`src/rtl/dmux_8_way_16_buffered_if.sv`:
```
// Producer/consumer bundle for the buffered 8-way demultiplexer.
// The slave modport is the demux side; the master modport is the producer plus the lane consumers.
interface dmux_8_way_16_buffered_if #(
  parameter int WIDTH = 16
);
  logic [WIDTH-1:0]   in_data;
  logic [2:0]         in_sel;
  logic               in_valid;
  logic               in_ready;
  logic [8*WIDTH-1:0] out_data;
  logic [7:0]         out_valid;
  logic [7:0]         out_ready;
  logic [3:0]         occupancy;

  modport master (
    output in_data, in_sel, in_valid, out_ready,
    input  in_ready, out_data, out_valid, occupancy
  );

  modport slave (
    input  in_data, in_sel, in_valid, out_ready,
    output in_ready, out_data, out_valid, occupancy
  );
endinterface

```
`src/rtl/dmux_8_way_16_buffered.sv`:
```
// Registered 8-way demultiplexer: routes one input word into one of eight one-entry
// lane buffers, each drained independently through its own valid/ready handshake.
module dmux_8_way_16_buffered #(
  parameter int WIDTH = 16
) (
  input  logic                      clk,
  input  logic                      rst_n,
  dmux_8_way_16_buffered_if.slave   bus
);

  logic [7:0]       valid_q;
  logic [7:0]       valid_d;
  logic [WIDTH-1:0] data_q [8];
  logic [WIDTH-1:0] data_d [8];
  logic [3:0]       occupancy_q;
  logic [3:0]       occupancy_d;
  logic             in_ready;
  logic             in_fire;
  logic [7:0]       load;
  logic [7:0]       drain;

  // A full lane can still accept when its consumer drains it on the same edge.
  // rst_n gates in_ready directly so nothing is accepted while reset is held.
  always_comb begin
    in_ready = rst_n & (~valid_q[bus.in_sel] | bus.out_ready[bus.in_sel]);
    in_fire  = bus.in_valid & in_ready;
  end

  always_comb begin
    load        = '0;
    drain       = '0;
    valid_d     = valid_q;
    occupancy_d = '0;
    for (int i = 0; i < 8; i++) begin
      data_d[i]   = data_q[i];
      load[i]     = in_fire & (bus.in_sel == 3'(i));
      drain[i]    = valid_q[i] & bus.out_ready[i];
      valid_d[i]  = load[i] | (valid_q[i] & ~drain[i]);
      if (load[i]) begin
        data_d[i] = bus.in_data;
      end
      occupancy_d = occupancy_d + 4'(valid_d[i]);
    end
  end

  always_ff @(posedge clk or negedge rst_n) begin
    if (!rst_n) begin
      valid_q     <= '0;
      occupancy_q <= '0;
      for (int i = 0; i < 8; i++) begin
        data_q[i] <= '0;
      end
    end else begin
      valid_q     <= valid_d;
      occupancy_q <= occupancy_d;
      for (int i = 0; i < 8; i++) begin
        data_q[i] <= data_d[i];
      end
    end
  end

  for (genvar gi = 0; gi < 8; gi++) begin : g_lane
    assign bus.out_data[WIDTH*gi +: WIDTH] = data_q[gi];
  end

  assign bus.in_ready  = in_ready;
  assign bus.out_valid = valid_q;
  assign bus.occupancy = occupancy_q;

endmodule
```
`src/flat_wrapper.sv`:
```
// flat-port wrapper written by rule: the top's interface ports become plain ports
module dmux_8_way_16_buffered_flat 
#(
  parameter int WIDTH = 16
)
  (clk, rst_n, bus_in_data, bus_in_sel, bus_in_valid, bus_out_ready, bus_in_ready, bus_out_data, bus_out_valid, bus_occupancy);
  dmux_8_way_16_buffered_if #(.WIDTH(WIDTH)) bus_i ();
  input  logic clk;
  input  logic rst_n;
  input wire logic [$bits(bus_i.in_data)-1:0] bus_in_data;
  input wire logic [$bits(bus_i.in_sel)-1:0] bus_in_sel;
  input wire logic [$bits(bus_i.in_valid)-1:0] bus_in_valid;
  input wire logic [$bits(bus_i.out_ready)-1:0] bus_out_ready;
  output wire logic [$bits(bus_i.in_ready)-1:0] bus_in_ready;
  output wire logic [$bits(bus_i.out_data)-1:0] bus_out_data;
  output wire logic [$bits(bus_i.out_valid)-1:0] bus_out_valid;
  output wire logic [$bits(bus_i.occupancy)-1:0] bus_occupancy;
  assign bus_i.in_data = bus_in_data;
  assign bus_i.in_sel = bus_in_sel;
  assign bus_i.in_valid = bus_in_valid;
  assign bus_i.out_ready = bus_out_ready;
  assign bus_in_ready = bus_i.in_ready;
  assign bus_out_data = bus_i.out_data;
  assign bus_out_valid = bus_i.out_valid;
  assign bus_occupancy = bus_i.occupancy;
  dmux_8_way_16_buffered #(.WIDTH(WIDTH)) u_core (.clk(clk), .rst_n(rst_n), .bus(bus_i));
endmodule
```
`config.mk`:
```
export PLATFORM = sky130hd
export DESIGN_NAME = dmux_8_way_16_buffered_flat
export DESIGN_NICKNAME = d
export VERILOG_FILES = /design/src/rtl/dmux_8_way_16_buffered_if.sv /design/src/rtl/dmux_8_way_16_buffered.sv /design/src/flat_wrapper.sv
export SDC_FILE = /design/constraint.sdc
export NUM_CORES = 1
export LEC_CHECK = 0
export CORE_UTILIZATION = 51
export DETAILED_ROUTE_END_ITERATION = 10
export PLACE_DENSITY = 0.86
export RECOVER_POWER = 50
export SYNTH_ARGS = -nofsm -noshare
export SYNTH_HDL_FRONTEND = slang
export SYNTH_SLANG_ARGS = --single-unit
```
`constraint.sdc`:
```
create_clock -name clk -period 10.6 [get_ports clk]
set_clock_uncertainty 0.1 [all_clocks]
set_input_delay 2.65 -clock clk [delete_from_list [all_inputs] [get_ports clk]]
set_output_delay 2.65 -clock clk [all_outputs]
set_load 0.005 [all_outputs]
```
After elaboration in Yosys (flattened, before gate mapping):

Index checks and enable logic that the tools add are counted.

* output and inout port bits: 141
* flip-flop bits (word level): 140
* word-level logic and storage cells: 74
* input bits: 30

* order comparisons: 1
* eq/ne operators: 7
* mux-type cells: 4
* $add $sub $neg: 7
* reductions and logical operators: 1
* bitwise gates (word level): 44

Operators by type and width (count)
* $and 1x1->1: 26
* $add 4x1->4: 6
* $eq 3x3->1 const B: 4
* $not 1->1: 9
* $or 1x1->1: 9
* $bmux 1 s3: 2
* $eq 3x2->1 const B: 2
* $lt 3x4->1 const B: 1
* $eq 3x1->1 const B: 1
* $logic_not 3->1: 1
* $add 1x1->2: 1
* $mux 1: 2

Longest topological paths before layout:

* depth after elaboration: 15
* gate-level depth with buffers: 14
* depth with buffers taken out: 11

Worst setup path before layout:

Ideal clock, no wire load.

* path kind: input to output
* start: in bus_in_sel[1]
* end: out bus_in_ready
* data required time: 7850 ps
* slack: 4309 ps
* path buffers: 1
* arrival: 3541 ps
* stages: 3
* cell sequence: buf_6 mux4_2 a211oi_1

* longest elaborated chain between the ends: 5
* elaborated cells between the ends (all ways): 7
* those cells by class: mux (4); bitwise (3)

Ends and longest elaborated chain
* start, declared: RTL line flat_wrapper.sv:11 `input wire logic [$bits(bus_i.in_sel)-1:0] bus_in_sel;`
* $bmux 1 s3: RTL line dmux_8_way_16_buffered.sv:25 `in_ready = rst_n & (~valid_q[bus.in_sel] | bus.out_ready[bus.in_sel]);`
* $mux 1 (not written as such): RTL line dmux_8_way_16_buffered.sv:25
* $not 1->1: RTL line dmux_8_way_16_buffered.sv:25
* $or 1x1->1 *: RTL line dmux_8_way_16_buffered.sv:25
* $and 1x1->1 *: RTL line dmux_8_way_16_buffered.sv:25
* end, declared: RTL line flat_wrapper.sv:14 `output wire logic [$bits(bus_i.in_ready)-1:0] bus_in_ready;`

Mark *: on every way between the ends. The rest lies on a longest branch, timed or not. The select of a mux whose other input is x is not followed.

Worst setup path after layout:

Ends and elaborated chain as after synthesis.

==> results.json <==
{
  "post_cts_buffers": 0,
  "cp-start-kind": "input port",
  "drc_errors": 0,
  "pre_cts_slack_ns": 2.88,
  "row_count": 38,
  "synth_most_common_cell": "dfrtp_1",
  "drt_iter0_markers": 103,
  "grt.met2_usage": 0.391,
  "synth_edf_count": 0,
  "tritoncts": "built",
  "grt_util_all_layers": 0.248,
  "htreeDepth": 4,
  "totalWireLength_microns": 13400,
  "dieArea_sq_um": 11500,
  "min_from": "u_core.bus.out_data[5]",
  "finalHoldWorstSlack_ns": 0.401,
  "die_w_microns": 107,
  "routedWlPerCell_microns": 20.0,
  "cts_root_buffer": "clkbuf_8",
  "p_per_area_nw_per_um2": 218,
  "async_reset_ff_frac": 1.00,
  "fmax_mhz": 128,
  "first_global_vias": 3755,
  "hold_viol": 0,
  "rr_startpoint": "u_core.bus.out_valid[2]",
  "violations": "max-capacitance violations, max-slew violations",
  "critPathRequiredTime_ns": 7.85,
  "status": "finished, violations left",
  "routabilityCongestion": 0.839,
  "grt_util_met1": 0.317,
  "netlist_area_sq_um": 5640,
  "syn_to_final_growth_pct": 42.8,
  "reg2reg_depth": 10,
  "syn_inst": 340,
  "tightest_slew_ns": 3.09,
  "power_uw": 1760,
  "cts_hold_buf": 0,
  "period_minus_slack_ns": 7.79,
  "vias_per_cell": 5.26,
  "rsz0062_at_grt": "false",
  "synth_top_area_frac": 0.622,
  "synth_seq_cells": 140,
  "syn-num-nets": 377,
  "syn_area_per_cell_sq_um": 16.6,
  "fin_crit_sh": 0.735,
  "hold_path.class": "flip-flop to flip-flop",
  "synthTopCellsByCount": "dfrtp_1 (140), mux2_2 (120), mux2_4 (9)",
  "initial_core_util": 0.522,
  "vias": 3527,
  "grt_antenna_before_repair": 0,
  "design_area_sq_um": 8050,
  "worstPathArrival_ns": 5.04,
  "use_met3": 0.101,
  "ir_worst_vdd_mv": 0.124,
  "critPathKind": "input port to primary output",
  "cts.path.max_buffers": 2,
  "cts.sinks": 140,
  "port_buffers": 170,
  "drv_cap": 1,
  "grt-busiest-layer": "met2",
  "core_sq_um": 10800,
  "drtAntennaViolNets": 0,
  "antennaDiodeCount": 0,
  "final_net_count": 556,
  "ff2ff_setup_slack_ns": 6.27,
  "slew_viol_final": 60,
  "setup_ws_ns": 2.81,
  "drive_above_1_share": 0.324,
  "die_h_microns": 107,
  "finalSetupTns_ns": 0,
  "yosys_most_used_dff": "dfrtp_1",
  "io_pins": 171,
  "relSlewSlack": -1.06,
  "multi_input_area_sq_um": 1980,
  "hold_end": "u_core.bus.out_data[5]",
  "cts_buffers": 17,
  "placedInstanceArea_sq_um": 7420,
  "fillCellCount": 706,
  "yosys.area.top_type": "dfrtp_1",
  "path_clk_slew_ns": 0.06,
  "overflow": 0,
  "power.leakage_uw": 0.00362,
  "synth_area_leaders": "dfrtp_1 (62%), mux2_2 (24%), mux2_4 (2.4%)",
  "worstPathMaxFanout": 12,
  "post_cts_resized": 0,
  "clock_latency_ns": 0.52,
  "seq_area_sq_um": 3500,
  "yosys_warnings": 0,
  "dpl.hpwl_microns": 8810,
  "grt_pass1_wl_microns": 20900,
  "dr.pass1.iters": 6,
  "whs_path_depth": 1,
  "ys_seq_area_frac": 0.622,
  "reg2reg_to": "u_core.bus.occupancy[1]",
  "grt_start_max_net_pins": 87,
  "end_kind": "primary output",
  "yosysUniqueCellTypes": 38,
  "setup_viol_count_final": 0
}
[stage by stage]
step                 util  std cells
global placement    0.687        640
finish              0.746        671
detailed placement  0.687        640
global route        0.746        671
CTS                 0.747        671
floorplan               -        340
[cell type report]
type	count	area share
clock buffers	20	0.0566
clock inverters	11	0.0235
inverters	8	0.00373
multi-input cells	178	0.245
flip-flops and latches	140	0.435
well taps	140	0.0218
repair buffers	174	0.214
[worst max-delay path, cell delays in order]
cell and delay (ns):
dlygate4sd3_1 0.90, mux2i_1 0.55, o41ai_1 0.14, a211oi_1 0.27, clkdlybuf4s50_1 0.54
[registers in the layout, summed over array words and instances (netlist names)]
signal,flops
u_core.bus.occupancy,4
u_core.bus.out_data,128
u_core.bus.out_valid,8
[layer usage]
metal	vias up	share of wire
met5	-	0
met4	0	0.0087
met3	10	0.090
met2	139	0.48
met1	1802	0.43
li1	1576	-
[logic make-up after synthesis]
kind of cell | count (synthesis) | synth area share
XOR/XNOR | 1 | 0.00155
buffers and inverters | 22 | 0.0289
flip-flops | 140 | 0.622
multiplexers | 131 | 0.269
AND/OR/NAND/NOR | 29 | 0.0395
adder cells (fa/ha/maj) | 7 | 0.0209
AO/OA/AOI/OAI | 10 | 0.0182
[worst max-delay path by stage]
stage                        from            to  cells after the start
floorplan           bus_in_sel[1]  bus_in_ready                      3
global placement    bus_in_sel[1]  bus_in_ready                      5
detailed placement  bus_in_sel[1]  bus_in_ready                      5
CTS                 bus_in_sel[1]  bus_in_ready                      5
global route        bus_in_sel[1]  bus_in_ready                      5
finish              bus_in_sel[1]  bus_in_ready                      5
[report_power, final]
group / internal, uW / total, uW / switching [uW]
registers: 652 / 715 / 62.2
clock network: 423 / 639 / 217
logic: 274 / 404 / 130
total: 1350 / 1760 / 409
[layout by cell type, fill, tap and decap left out, types with 4 or more instances in the layout]
master | netlist | layout
nand2b_1 | 4 | 4
inv_1 | 8 | 8
dlygate4sd3_1 | 0 | 68
clkbuf_8 | 0 | 4
nor2b_1 | 5 | 5
dfrtp_1 | 140 | 140
mux2_4 | 9 | 9
fa_1 | 4 | 4
bufinv_16 | 0 | 5
mux2_2 | 120 | 120
clkdlybuf4s50_1 | 0 | 101
clkbuf_16 | 0 | 16
Note: power is estimated with default switching activity, not from simulation.
==> RTL change (config.mk and constraints unchanged) <==
`WIDTH` is set to 16 in 3 places; all go to 32.
--- a/src/rtl/dmux_8_way_16_buffered_if.sv
+++ b/src/rtl/dmux_8_way_16_buffered_if.sv
@@ -1,7 +1,7 @@
 // Producer/consumer bundle for the buffered 8-way demultiplexer.
 // The slave modport is the demux side; the master modport is the producer plus the lane consumers.
 interface dmux_8_way_16_buffered_if #(
-  parameter int WIDTH = 16
+  parameter int WIDTH = 32
 );
   logic [WIDTH-1:0]   in_data;
   logic [2:0]         in_sel;
--- a/src/rtl/dmux_8_way_16_buffered.sv
+++ b/src/rtl/dmux_8_way_16_buffered.sv
@@ -1,7 +1,7 @@
 // Registered 8-way demultiplexer: routes one input word into one of eight one-entry
 // lane buffers, each drained independently through its own valid/ready handshake.
 module dmux_8_way_16_buffered #(
-  parameter int WIDTH = 16
+  parameter int WIDTH = 32
 ) (
   input  logic                      clk,
   input  logic                      rst_n,
--- a/src/flat_wrapper.sv
+++ b/src/flat_wrapper.sv
@@ -1,7 +1,7 @@
 // flat-port wrapper written by rule: the top's interface ports become plain ports
 module dmux_8_way_16_buffered_flat 
 #(
-  parameter int WIDTH = 16
+  parameter int WIDTH = 32
 )
   (clk, rst_n, bus_in_data, bus_in_sel, bus_in_valid, bus_out_ready, bus_in_ready, bus_out_data, bus_out_valid, bus_occupancy);
   dmux_8_way_16_buffered_if #(.WIDTH(WIDTH)) bus_i ();
Ports: changed (resized bus_in_data and bus_out_data); port bits go from 171 to 315. The function was not compared with the original's and may differ.
==> RTL change against the unedited design <==
  * The run still ends with max-capacitance violations, max-slew violations left
  * Routed wire length grew 98%
  * Synthesized area grew 82%
  * Via count grew 83%
  * Sequential cell count grew 128
  * Worst setup slack gained 0.57 ns
  * Sequential power grew 92%
  * Worst hold slack lost 0.022 ns
  * Design area grew 81%
  * Total power grew 79%
==> RTL change: results (changes against the unedited design) <==
- Clock sink count: 268 (+91%)
- Hold_sp: u_core.bus.out_data[195]$_DFFE_PN0P_
- Max IR drop VDD: 166 µV (+34%)
- Final worst-path cycle share: 68.1% (-5.4 points)
- Largest register FFs: 256 (+100%)
- Setup WS pre-CTS: 3.12 ns (+0.233 ns)
- Fin. max-slew vios: 67 (+12%)
- GRT Util Overall: 26.2% (+1.4 points)
- Multi-input logic area: 3370 µm² (+70%)
- Status: finished, violations left
- Worst Hold Path EP: u_core.bus.out_data[195]$_DFFE_PN0P_
- Pre-Repair DR Iteration Count: 4 (-2)
- Hold slack: 0.379 ns (-0.0219 ns)
- DR WL met2: 13.3 mm (+110%)
- Share of layout cells above drive strength 1: 32.1% (-0.28 points)
- Largest net degree at the start of global routing: 122 (+40%)
- Fraction of cell area in non-clock buffers: 21.9% (+0.55 points)
- Critical Path AT: 4.47 ns (-0.57 ns)
- NetSw: 0.763 mW (+87%)
- Largest cells by area after synthesis: dfrtp_1 (65%), mux2_2 (27%), mux2_1 (1.3%)
- DP Wirelength: 17.3 mm (+96%)
- Clkbuf count: 34 (+70%)
- Number of CTS-inserted buffers: 27 (+10)
- Vias per cell: 5.29 (+0.68%)
- Routed wl met3: 2.46 mm (+100%)
- Syn_nets: 664 (+76%)
- Flop-to-flop setup slack: 6.45 ns (+0.18 ns)
- Met1 Use GR: 31.4% (-0.22 points)
- Slowest-stage cell, CP: clkdlybuf4s50_1
- H-tree levels: 1 (-3)
- CP Max Fanout: 9 (-3)
- Area fraction of clock buffers and clock inverters: 6.56% (-1.4 points)
- Most instantiated cells after synthesis: dfrtp_1 (268), mux2_2 (244), buf_2 (17)
- Met1 WL: 10.2 mm (+78%)
- Port buffer count: 314 (+85%)
- Seq/Total Area, Yosys: 65.4% (+3.3 points)
- Clock Root Buffer: clkbuf_16
- Signal buffers: 321 (+84%)
- Max cap viols: 1 (unchanged)
- Worst Max-Slew Pin Slew: 3.49 ns (+0.402 ns)
- Mapped Cells: 611 (+80%)
- M3 GR Usage: 8.86% (-1.2 points)
- Wire length per cell: 21.8 µm (+8.9%)
- Register area: 6710 µm² (+91%)
- Fill cell count: 1,248 (+77%)
- Worst r2r src: u_core.bus.out_valid[0]$_DFF_PN0_
- Inverters, non-clock: 4 (-4)
- CTS Buffer Depth: 3 (+1)
- Synthesized area per cell: 16.8 µm² (+1.2%)
- Fraction of area in multi-input gates: 23.1% (-1.4 points)
- Vias in the first global route: 6,975 (+86%)
- Leakage Power: 6.61 nW (+83%)
- Crit path from: bus_in_sel[0]
- First DRT Iteration DRCs: 190 (+84%)
- Area after DPL: 13,600 µm² (+84%)
- Nets: 987 (+78%)
- DR vias: 6,446 (+83%)
- Violated checks: max-capacitance violations, max-slew violations
==> RTL change: cell count changes after synthesis, sizes merged, moves of 3 or more <==
| cell | before | now |
|---|---|---|
| dfrtp | 140 | 268 |
| buf | 14 | 27 |
| nor3b | 1 | 5 |
| inv | 8 | 4 |
| nand2 | 2 | 5 |
| mux2 | 129 | 256 |
==> RTL change: cell families (layout without fill, tap and decap cells) <==
kind of cell / count (synthesis) / in the layout / synth area share [%]
multiplexers: 256 / 256 / 28.1
AO/OA/AOI/OAI: 5 / 5 / 0.342
XOR/XNOR: 1 / 1 / 0.0855
flip-flops: 268 / 268 / 65.4
adder cells (fa/ha/maj): 7 / 7 / 1.15
buffers and inverters: 31 / 373 / 1.86
AND/OR/NAND/NOR: 43 / 43 / 2.99
==> RTL change: power groups by stage <==
stage               Combinational, mW  Sequential [mW]  Clock (mW)
global route                    0.811             1.39        1.08
global placement                0.810             1.38           0
floorplan                       0.213             1.40           0
CTS                             0.840             1.38        1.04
finish                          0.755             1.37        1.02
detailed placement              0.829             1.39           0
